--- src/rtl/regfile_wb_scheduler.sv ---
// Writeback scheduler for the 32x32 register file: round-robin arbitration of ALU and
// load writebacks onto the single write port, plus a pending-write scoreboard for decode.
module regfile_wb_scheduler #(
  parameter int NREGS = 32,
  parameter int AW    = 5,
  parameter int DW    = 32
) (
  input  logic          clock,
  input  logic          reset_n,
  input  logic          issue_valid,
  input  logic [AW-1:0] issue_rd,
  input  logic          flush,
  input  logic          alu_valid,
  input  logic [AW-1:0] alu_rd,
  input  logic [DW-1:0] alu_data,
  output logic          alu_ready,
  input  logic          mem_valid,
  input  logic [AW-1:0] mem_rd,
  input  logic [DW-1:0] mem_data,
  output logic          mem_ready,
  input  logic [AW-1:0] rs1_address,
  input  logic [AW-1:0] rs2_address,
  output logic          rs1_busy,
  output logic          rs2_busy,
  output logic          rf_write_enable,
  output logic [AW-1:0] rf_rd_address,
  output logic [DW-1:0] rf_rd_data
);

  typedef enum logic {
    GRANT_ALU = 1'b0,
    GRANT_MEM = 1'b1
  } grant_e;

  grant_e           last_grant_q, last_grant_d;
  logic             rf_we_q, rf_we_d;
  logic [AW-1:0]    rf_addr_q, rf_addr_d;
  logic [DW-1:0]    rf_data_q, rf_data_d;
  logic [NREGS-1:0] pending_q, pending_d;
  logic             alu_grant, mem_grant;

  // On a tie the source that did not win last time goes next, so neither waits over a cycle.
  always_comb begin
    alu_grant    = 1'b0;
    mem_grant    = 1'b0;
    last_grant_d = last_grant_q;
    if (reset_n) begin
      if (alu_valid && mem_valid) begin
        if (last_grant_q == GRANT_MEM) alu_grant = 1'b1;
        else                           mem_grant = 1'b1;
      end else begin
        alu_grant = alu_valid;
        mem_grant = mem_valid;
      end
    end
    if (alu_grant)      last_grant_d = GRANT_ALU;
    else if (mem_grant) last_grant_d = GRANT_MEM;
  end

  assign alu_ready = alu_grant;
  assign mem_ready = mem_grant;

  // x0 writes are accepted but never reach the port; address/data only move on real writes.
  always_comb begin
    rf_we_d   = 1'b0;
    rf_addr_d = rf_addr_q;
    rf_data_d = rf_data_q;
    if (alu_grant && (alu_rd != '0)) begin
      rf_we_d   = 1'b1;
      rf_addr_d = alu_rd;
      rf_data_d = alu_data;
    end else if (mem_grant && (mem_rd != '0)) begin
      rf_we_d   = 1'b1;
      rf_addr_d = mem_rd;
      rf_data_d = mem_data;
    end
  end

  // A new issue to a register beats a completing write to it on the same edge.
  always_comb begin
    pending_d = flush ? '0 : pending_q;
    if (!flush && rf_we_q && (rf_addr_q != '0)) pending_d[rf_addr_q] = 1'b0;
    if (issue_valid && (issue_rd != '0))        pending_d[issue_rd]  = 1'b1;
  end

  always_ff @(posedge clock or negedge reset_n) begin
    if (!reset_n) begin
      last_grant_q <= GRANT_MEM;
      rf_we_q      <= 1'b0;
      rf_addr_q    <= '0;
      rf_data_q    <= '0;
      pending_q    <= '0;
    end else begin
      last_grant_q <= last_grant_d;
      rf_we_q      <= rf_we_d;
      rf_addr_q    <= rf_addr_d;
      rf_data_q    <= rf_data_d;
      pending_q    <= pending_d;
    end
  end

  assign rs1_busy        = (rs1_address != '0) && pending_q[rs1_address];
  assign rs2_busy        = (rs2_address != '0) && pending_q[rs2_address];
  assign rf_write_enable = rf_we_q;
  assign rf_rd_address   = rf_addr_q;
  assign rf_rd_data      = rf_data_q;

endmodule

--- config.mk ---
export PLATFORM = sky130hd
export DESIGN_NAME = regfile_wb_scheduler
export DESIGN_NICKNAME = d
export VERILOG_FILES = /design/src/rtl/regfile_wb_scheduler.sv
export SDC_FILE = /design/constraint.sdc
export NUM_CORES = 1
export LEC_CHECK = 0
export CORE_MARGIN = 5
export CORE_UTILIZATION = 40
export CTS_BUF_LIST = sky130_fd_sc_hd__clkbuf_4 sky130_fd_sc_hd__clkbuf_8
export DETAILED_ROUTE_END_ITERATION = 16
export GPL_ROUTABILITY_DRIVEN = 0
export GPL_TIMING_DRIVEN = 0
export HOLD_SLACK_MARGIN = 0.06
export PLACE_DENSITY = 0.79
export SETUP_SLACK_MARGIN = 0.1
export SLEW_MARGIN = 20
export SYNTH_ARGS = -nofsm -noshare
export SYNTH_HDL_FRONTEND = slang
export SYNTH_SLANG_ARGS = --single-unit
--- constraint.sdc ---
create_clock -name clock -period 2.19 [get_ports clock]
set_input_delay 0.438 -clock clock [delete_from_list [all_inputs] [get_ports clock]]
set_output_delay 0.438 -clock clock [all_outputs]
set_load 0.005 [all_outputs]
==> flow_metrics.py <==
metrics = {
    "timing": {
        "hold_violations": 0,
        "finalSetupViolCount": 2,
        "slew_violations": 0,
        "rsz0062_at_grt": "yes",
        "clock_skew_ps": 7.85,
        "fin_crit_ps": 2380,
        "tightestPinTransition_ps": 932,
        "clock.fmax_mhz": 419,
        "timing.final.ws_setup_ps": -194,
        "hold_ws_ps": 91.4,
        "timing.final.crit_share": 1.09,
        "slew_headroom": 0.376,
    },
    "setup_path": {
        "cpMaxStageDelayCell": "dfrtp_1",
        "path_class": "register to output port",
        "setup.worst_path.end_class": "output port",
        "crit_chain": "mux2_4 > a221o_1 > o21ai_2 > nor3_1 > or3_1 > buf_2",
        "ff2ff_setup_slack_ps": 270,
        "arrival_ps": 1950,
        "crit_fanout": 2,
        "crit_cells": 6,
        "worst-path-buf-inv": 1,
        "r2r-end": "rf_rd_data[12]$_DFFE_PN0P_",
        "max_stage_delay_ps": 410,
        "r2r_cells": 6,
        "startpoint_type": "register",
        "worstPathRequired_ps": 1750,
        "timing.rr.start": "last_grant_q$_DFFE_PN1P_",
        "critPathTopFamily": "compound AO/OA/AOI/OAI gates",
    },
    "logic_synthesis": {
        "muxShareOfSynthArea": 0.112,
        "synth-adder-area-share": 0,
        "synth_largest_area_cell": "dfrtp_1",
        "yosysUniqueCellTypes": 52,
        "synthXorXnorAreaFrac": 0,
        "synth-compound-area-share": 0.190,
        "synth_top_family_by_area": "simple AND/OR/NAND/NOR gates",
        "synth_top_cell_area_share": 0.452,
        "synthCells": 405,
        "yosysSeqAreaShare": 0.459,
        "synth-seq-cells": 70,
        "synth_enable_flop_cells": 0,
        "synthArstFlopShare": 1.00,
        "synth_flop_cell": "dfrtp_1",
        "syn_nets": 500,
        "synthTopCellsByArea": "dfrtp_1 45%, nand2_1 8.4%, mux2i_1 6.3%",
        "synth_area_um2": 3820,
        "ys.warnings.count": 0,
        "synthSimpleGateAreaFrac": 0.195,
        "syn_avg_cell_area_um2": 9.44,
    },
    "global_routing": {
        "grt_use_total": 0.231,
        "grt_pass1_vias": 4159,
        "grt.overflow.total": 0,
        "grt_pass1_wl_um": 21000,
        "antenna_found_initial": 0,
        "grt_max_degree": 27,
    },
    "place": {
        "portBuffers": 133,
        "dp_hpwl_um": 9750,
        "pre_cts_ws_ps": -941,
        "dpl_cell_area_um2": 5340,
    },
    "floorplanning": {
        "placeableCoreArea_um2": 9280,
        "fp.dieH_um": 108,
        "chipWidth_um": 108,
        "dieArea_um2": 11600,
        "ios": 137,
        "start_util": 0.412,
        "row_count": 35,
    },
    "outcome": {
        "outcome": "finished, violations left",
        "violations": "negative setup slack",
    },
    "clocking": {
        "cts_made_buffers": 9,
        "clock_latency_ps": 350,
        "clkTransAtPathRegs_ps": 80,
        "htree_levels": 3,
        "cts_sinks": 70,
        "clockBufferDepth": 2,
        "clockRootBuffer": "clkbuf_8",
        "cts_tree": "done",
    },
    "hold_path": {
        "hp-class": "primary input to async pin",
    },
    "final_layout": {
        "num-nets-final": 659,
        "final.fill_count": 795,
        "diodes": 0,
        "syn_to_final_growth_pct": 51.8,
        "final_layout_size_suffix_gt1_frac": 0.144,
        "layout_commonest_cell": "clkdlybuf4s50_1",
        "postLayoutCoreUtil": 0.625,
        "fin_area_um2": 5800,
        "final_cell_mix": "125 x clkdlybuf4s50_1, 86 x nand2_1, 69 x dfrtp_1",
    },
    "power_and_ir_drop": {
        "power_density_nw_per_um2": 704,
        "leakage_nw": 2.49,
        "irDropWorstVdd_uv": 409,
        "finalPower_mw": 4.09,
    },
    "routing": {
        "drt_iter0_markers": 239,
        "first_pass_iters": 5,
        "drc": 0,
        "wl_per_cell_um": 18.7,
        "antenna_left": 0,
        "post_drt_via_cell_ratio": 5.64,
        "routed_wl_um": 13000,
        "route.vias.total": 3934,
    },
    "job": {
        "drv_cap": 0,
    },
}
==> cells by family after synthesis <==
kind of cell | count (synthesis)
flip-flops | 70
buffers and inverters | 36
multiplexers | 34
AND/OR/NAND/NOR | 159
AO/OA/AOI/OAI | 106
==> metrics by stage <==
step                setup TNS [ps]  cells
floorplan                        0    405
finish                        -317    698
CTS                           -221    696
global placement           -223310    667
detailed placement           -9050    668
global route                  -408    698
==> cell usage after synthesis, types with 4 or more instances <==
cell type,count
o21ai_1,13
mux4_2,5
nor3b_1,4
o21ai_0,27
nand2_1,86
nor2_1,17
a22oi_1,21
nand3_1,17
nand2b_1,4
dfrtp_1,69
a31o_2,9
o211ai_1,10
clkbuf_1,11
nor3_1,5
buf_2,11
inv_1,8
mux2i_1,24
nand3b_1,8
o311ai_0,5
==> worst max-delay path by stage <==
stage	startpoint	endpoint	slack [ps]
floorplan	rs1_address[2]	rs1_busy	130
detailed placement	rs1_address[0]	rs1_busy	-940
finish	pending_q[5]$_DFF_PN0_	rs1_busy	-190
global route	pending_q[5]$_DFF_PN0_	rs1_busy	-230
global placement	reset_n	alu_ready	-2760
CTS	pending_q[5]$_DFF_PN0_	rs1_busy	-200
==> registers in the layout, indices dropped and copies added, names as in the netlist <==
register         count
rf_rd_address        5
pending_q           31
last_grant_q         1
rf_rd_data          32
rf_write_enable      1
==> what timing repair did <==
action,4_1_cts,5_1_grt
buffers inserted,8,2
hold endpoints to repair,26,0
endpoints found under the setup margin,15,32
resized for setup,30,3
cloned,1,0
pin swaps,2,1
hold buffers,3,0
==> where the power goes <==
group          total (mW)  internal (mW)  switching (mW)  leakage (nW)
Combinational        1.11          0.616           0.498          1.45
Sequential           1.56           1.46           0.104         0.902
Clock                1.41          0.901           0.512         0.132
Total                4.09           2.97            1.11          2.49
==> worst register-to-register path, stage by stage (launching register included) <==
cell and delay (ps):
dfstp_2 590, inv_2 70, a221oi_2 380, buf_2 310, buf_2 280, nand2_1 120, o21ai_1 90
==> metal layers <==
metal | global-route usage | routed length [um] | up-vias
met4 | 0.0721 | 197 | 0
met2 | 0.389 | 6530 | 193
li1 | - | - | 1800
met5 | 0 | 0 | -
met1 | 0.275 | 4920 | 1922
met3 | 0.0810 | 1390 | 19
==> final cells by class <==
cell class	instances	area, um^2	area share
Buffer	25	143	0.0246
Clock inverter	6	133	0.0228
Tap cell	129	161	0.0278
Timing Repair Buffer	148	1510	0.261
Sequential cell	70	1750	0.302
Clock buffer	10	138	0.0237
Multi-Input combinational cell	299	1920	0.331
Inverter	11	41.3	0.00711
No activity file was read; power rests on OpenSTA's default activity.
